[src/rtl/multiport_fifo.sv]
// multiport_fifo: single-clock FIFO that accepts 0..NW entries and returns
// 0..NR entries per cycle. Each write and each read is all-or-nothing and is
// judged only against the occupancy registered at the start of the cycle.
// Read results come out of a register one cycle after an accepted read.
// Optional feature: define MULTIPORT_FIFO_FLUSH_EN to add a synchronous
// flush input. Flush empties the FIFO like reset does, but read_data keeps
// its last value.
module multiport_fifo #(
  parameter type T     = logic [31:0],
  parameter int  DEPTH = 16,
  parameter int  NW    = 2,
  parameter int  NR    = 2
) (
  input  logic                         clk,
  input  logic                         reset,
`ifdef MULTIPORT_FIFO_FLUSH_EN
  input  logic                         flush,
`endif
  input  logic [$clog2(NW+1)-1:0]      write_cnt,
  input  T     [NW-1:0]                write_data,
  input  logic [$clog2(NR+1)-1:0]      read_cnt,
  output T     [NR-1:0]                read_data,
  output logic [NR-1:0]                read_valid,
  output logic [$clog2(DEPTH+1)-1:0]   count,
  output logic                         full,
  output logic                         empty,
  output logic [$clog2(DEPTH+1)-1:0]   free_slots
);

  localparam int PW = (DEPTH > 1) ? $clog2(DEPTH) : 1;
  localparam int CW = $clog2(DEPTH + 1);

  // Add an offset to a pointer and wrap it modulo DEPTH. DEPTH need not be
  // a power of two. The offset is at most DEPTH, so one subtraction is
  // enough.
  function automatic logic [PW-1:0] wrap_add(input logic [PW-1:0] base, input int off);
    int s;
    s = int'(base) + off;
    if (s >= DEPTH) s = s - DEPTH;
    return PW'(s);
  endfunction

  // Storage and control state
  T                r_mem [DEPTH];
  logic [PW-1:0]   r_wptr;
  logic [PW-1:0]   r_rptr;
  logic [CW-1:0]   r_count;
  logic [CW-1:0]   r_free;
  logic            r_full;
  logic            r_empty;
  T     [NR-1:0]   r_read_data_p1;
  logic [NR-1:0]   r_vld_p1;

  // Combinational decisions for the current cycle
  logic            w_flush;
  logic            w_wr_ok;
  logic            w_rd_ok;
  logic            w_wr_go;
  logic            w_rd_go;
  logic [PW-1:0]   w_wr_idx [NW];
  logic [PW-1:0]   w_rd_idx [NR];
  logic [CW-1:0]   w_count_nxt;
  logic [CW-1:0]   w_free_nxt;

`ifdef MULTIPORT_FIFO_FLUSH_EN
  assign w_flush = flush;
`else
  assign w_flush = 1'b0;
`endif

  // Acceptance uses only registered occupancy. A zero request is not an
  // operation, and a request larger than the lane count is rejected.
  always_comb begin
    w_wr_ok = (write_cnt != '0) && (int'(write_cnt) <= NW) &&
              (int'(write_cnt) <= int'(r_free));
    w_rd_ok = (read_cnt != '0) && (int'(read_cnt) <= NR) &&
              (int'(read_cnt) <= int'(r_count));
    w_wr_go = w_wr_ok && !reset && !w_flush;
    w_rd_go = w_rd_ok && !reset && !w_flush;
  end

  // Per-lane memory addresses. A multi-lane access may wrap past DEPTH-1.
  always_comb begin
    for (int i = 0; i < NW; i++) w_wr_idx[i] = wrap_add(r_wptr, i);
    for (int i = 0; i < NR; i++) w_rd_idx[i] = wrap_add(r_rptr, i);
  end

  // Next occupancy: accepted writes and reads both apply in the same cycle.
  always_comb begin
    w_count_nxt = r_count;
    if (w_wr_ok) w_count_nxt = w_count_nxt + CW'(write_cnt);
    if (w_rd_ok) w_count_nxt = w_count_nxt - CW'(read_cnt);
    w_free_nxt  = CW'(DEPTH) - w_count_nxt;
  end

  // Storage write. Data cells are not reset; count and pointers decide
  // which cells are live.
  always_ff @(posedge clk) begin
    if (w_wr_go) begin
      for (int i = 0; i < NW; i++) begin
        if (i < int'(write_cnt)) r_mem[w_wr_idx[i]] <= write_data[i];
      end
    end
  end

  // Pointers, occupancy and flags. Reset and flush return these to empty.
  always_ff @(posedge clk) begin
    if (reset || w_flush) begin
      r_wptr  <= '0;
      r_rptr  <= '0;
      r_count <= '0;
      r_free  <= CW'(DEPTH);
      r_full  <= 1'b0;
      r_empty <= 1'b1;
    end else begin
      if (w_wr_ok) r_wptr <= wrap_add(r_wptr, int'(write_cnt));
      if (w_rd_ok) r_rptr <= wrap_add(r_rptr, int'(read_cnt));
      r_count <= w_count_nxt;
      r_free  <= w_free_nxt;
      r_full  <= (w_count_nxt == CW'(DEPTH));
      r_empty <= (w_count_nxt == '0);
    end
  end

  // ---- stage p1: registered read result ----
  // read_valid pulses for one cycle after each accepted read.
  always_ff @(posedge clk) begin
    if (reset || w_flush) begin
      r_vld_p1 <= '0;
    end else begin
      for (int i = 0; i < NR; i++) r_vld_p1[i] <= w_rd_ok && (i < int'(read_cnt));
    end
  end

  // Read lanes are cleared by reset. Flush and rejected reads leave them
  // unchanged. Lanes beyond the accepted count also keep their old value.
  always_ff @(posedge clk) begin
    if (reset) begin
      r_read_data_p1 <= '0;
    end else if (w_rd_go) begin
      for (int i = 0; i < NR; i++) begin
        if (i < int'(read_cnt)) r_read_data_p1[i] <= r_mem[w_rd_idx[i]];
      end
    end
  end

  assign read_data  = r_read_data_p1;
  assign read_valid = r_vld_p1;
  assign count      = r_count;
  assign free_slots = r_free;
  assign full       = r_full;
  assign empty      = r_empty;

endmodule

[config.mk]
export PLATFORM = sky130hd
export DESIGN_NAME = multiport_fifo
export DESIGN_NICKNAME = d
export VERILOG_FILES = /design/src/rtl/multiport_fifo.sv
export SDC_FILE = /design/constraint.sdc
export NUM_CORES = 1
export LEC_CHECK = 0
export ABC_CLOCK_PERIOD_IN_PS = 7100
export CAP_MARGIN = 5
export CORE_ASPECT_RATIO = 1.5
export CORE_MARGIN = 5
export CORE_UTILIZATION = 40
export DETAILED_ROUTE_END_ITERATION = 10
export HOLD_SLACK_MARGIN = 0.03
export PLACE_DENSITY = 0.62
export SYNTH_ARGS = -nofsm -noshare
export SYNTH_HDL_FRONTEND = slang
export SYNTH_SLANG_ARGS = --single-unit
[constraint.sdc]
create_clock -name clk -period 7.1 [get_ports clk]
set_input_delay 1.775 -clock clk [delete_from_list [all_inputs] [get_ports clk]]
set_output_delay 1.775 -clock clk [all_outputs]
set_load 0.01 [all_outputs]
==> impl_metrics.yaml <==
status:
  outcome: "complete, no violations"
floorplanning:
  die_height_um: 362
  fp.dieW_um: 245
  rows: 129
  fp.coreArea_mm2: 0.0823
  ios: 148
  start_util_pct: 40.2
  dieArea_mm2: 0.0887
placement:
  dp.cells: 3049
  gp_congestion: 0.825
  port_buffers: 147
  dp_hpwl_mm: 60.8
clocking:
  cts.clk_slew.worst_paths_ps: 60
  cts_buffers: 61
  cts_hold_buffers: 0
  ctsHtreeMaxLevel: 2
  clock_latency_ps: 660
  max-clock-path-buffers: 3
  cts_tree: "done"
  post_cts_buffers: 0
  cts-root-buf: "clkbuf_16"
  clock-sinks: 597
  postCtsResizedCells: 0
worst_setup_path:
  rr_startpoint: "free_slots[1]"
  required_ps: 7390
  cp-start-kind: "primary input"
  path_max_fanout: 17
  r2r_slack_ps: 3100
  r2r_end: "r_mem[8][20]"
  worstRegToRegCells: 9
  arrival_ps: 5710
  end_kind: "register"
  crit_type: "in2reg"
timing:
  finalHoldWorstSlack_ps: 453
  rsz0062_at_grt: "no"
  finalMaxSlewViolations: 0
  fin_tns_setup_ps: 0
  finClkSkew_ps: 25.7
  fmax_ghz: 0.184
  period_needed_ps: 5430
  slew_headroom_pct: 24.6
  hold_viol: 0
  period_share_pct: 76.4
  worst_pin_slew_ps: 1130
  setup_violations: 0
global_routing:
  grt_pass1_vias: 21100
  grt_antenna_before_repair: 5
  grt-ovfl-total: 0
  grt_pass1_wl_mm: 146
  grt_max_degree: 131
  track_usage_pct: 22.1
min_path:
  worstHoldPathType: "reg2reg"
  min_path_cells: 2
  min_to: "read_data[22]"
  min_from: "read_data[22]"
synth:
  yosysWarnings: 0
  synthFlopType: "edfxtp_1"
  ys_top_cells_by_area: "edfxtp_1 46%, mux4_2 22%, mux2_2 17%"
  synth_common_cells: "512 x edfxtp_1, 502 x mux2_2, 320 x mux4_2, 151 x nand2_1, 127 x clkbuf_1"
  ys_async_sr_fraction_pct: 0
  postSynthAreaPerCell_um2: 16.4
  yosysMostFrequentCell: "edfxtp_1"
  syn-cell-area_mm2: 0.0331
  synth-seq-cells: 597
  synth_edf_count: 512
  ys_seq_area_share_pct: 51.6
  yosys.cell_types.count: 54
  synthCells: 2019
  syn_nets: 2111
  synth_top_area_share_pct: 46.5
  yosysTopAreaCell: "edfxtp_1"
final_layout:
  fin_util_pct: 45.8
  drive_gt1_share_pct: 48.7
  areaGrowthSynthToFinish_pct: 14.1
  nets: 2156
  stdcell_count: 3167
detailed_routing:
  drt_wl_total_mm: 99.6
  antenna_left: 0
  vias: 19700
  drtIter0Drc: 1660
  drc: 0
  via_per_inst: 6.22
  avgRoutedWirePerCell_um: 31.4
  first_pass_iters: 5
power_and_ir_drop:
  p_per_area_mw_per_mm2: 300
  p_total_w: 0.0113
  p_leak_nw: 11.8
  peakVddDrop_uv: 215
job:
  cap_violations: 0
==> cell families after synthesis <==
kind of cell	count (synthesis)	synth area share, %
simple gates	219	2.91
buf+inv	234	3.17
xor+xnor	9	0.280
compound gates	104	1.81
flops	597	51.6
fa+ha+maj	22	0.923
mux	834	39.3
==> worst max-delay path, stage by stage <==
cell and delay (ps):
clkdlybuf4s50_1 670, inv_1 170, ha_1 560, nand2_1 250
nor3_1 540, nand2_1 370, o21bai_4 820, buf_4 510
==> power by group <==
| group | internal (W) | switching, W |
|---|---|---|
| sequential | 0.00401 | 0.000191 |
| clock | 0.00193 | 0.00146 |
| combinational | 0.00191 | 0.00181 |
==> layout make-up <==
class / count / area, um^2
clock inverter: 41 / 414
inverter: 18 / 67.6
tap: 1048 / 1310
timing repair buffer: 198 / 1900
antenna: 2 / 5.00
multi-input combinational: 1188 / 15200
clock buffer: 75 / 1700
fill: 7101 / 44600
sequential: 597 / 17100
==> layer usage <==
metal	vias to the layer above	global-route usage, %	wire (um)
met4	2	7.87	3830
met5	-	0	13
met1	10600	26.5	37500
met2	681	40.6	53300
met3	188	3.21	4960
li1	8228	-	-
==> stage by stage <==
stage          area, um^2  setup slack, ps
4_1_cts             37700             1750
5_1_grt             37700             1530
6_report            37700             1670
2_1_floorplan       33100             1230
3_5_place_dp        35600             1100
3_3_place_gp        35600             1160
==> layout by cell type (no fill, tap or decap), drive strengths merged, types with 5 or more instances in the layout <==
| master | Yosys | layout |
|---|---|---|
| bufinv | 0 | 6 |
| xnor2 | 6 | 6 |
| mux2 | 512 | 512 |
| dfxtp | 85 | 85 |
| buf | 89 | 52 |
| o21bai | 7 | 7 |
| clkbuf | 127 | 75 |
| clkinv | 0 | 24 |
| nor2 | 26 | 26 |
| mux4 | 320 | 320 |
| nand3 | 7 | 7 |
| a21oi | 70 | 70 |
| clkinvlp | 0 | 9 |
| ha | 18 | 18 |
| and3 | 5 | 5 |
| o21ai | 10 | 10 |
| edfxtp | 512 | 512 |
| inv | 18 | 20 |
| clkdlybuf4s50 | 0 | 146 |
| nand2 | 151 | 151 |
==> state kept, by name, summed over array words and instances, names as in the netlist <==
name	flops
r_mem	512
read_data	64
count	5
free_slots	4
r_rptr	4
r_wptr	4
read_valid	2
empty	1
full	1
==> worst max-delay path by stage <==
stage / startpoint / to / slack, ps
after global placement: write_cnt[1] / empty / 1160
after global routing: write_cnt[1] / empty / 1530
after detailed placement: write_cnt[1] / empty / 1100
after CTS: write_cnt[1] / r_mem[8][20] / 1750
after floorplan: write_cnt[1] / r_mem[15][0] / 1230
final: write_cnt[1] / r_mem[8][20] / 1670
No activity file was read; power rests on OpenSTA's default activity.
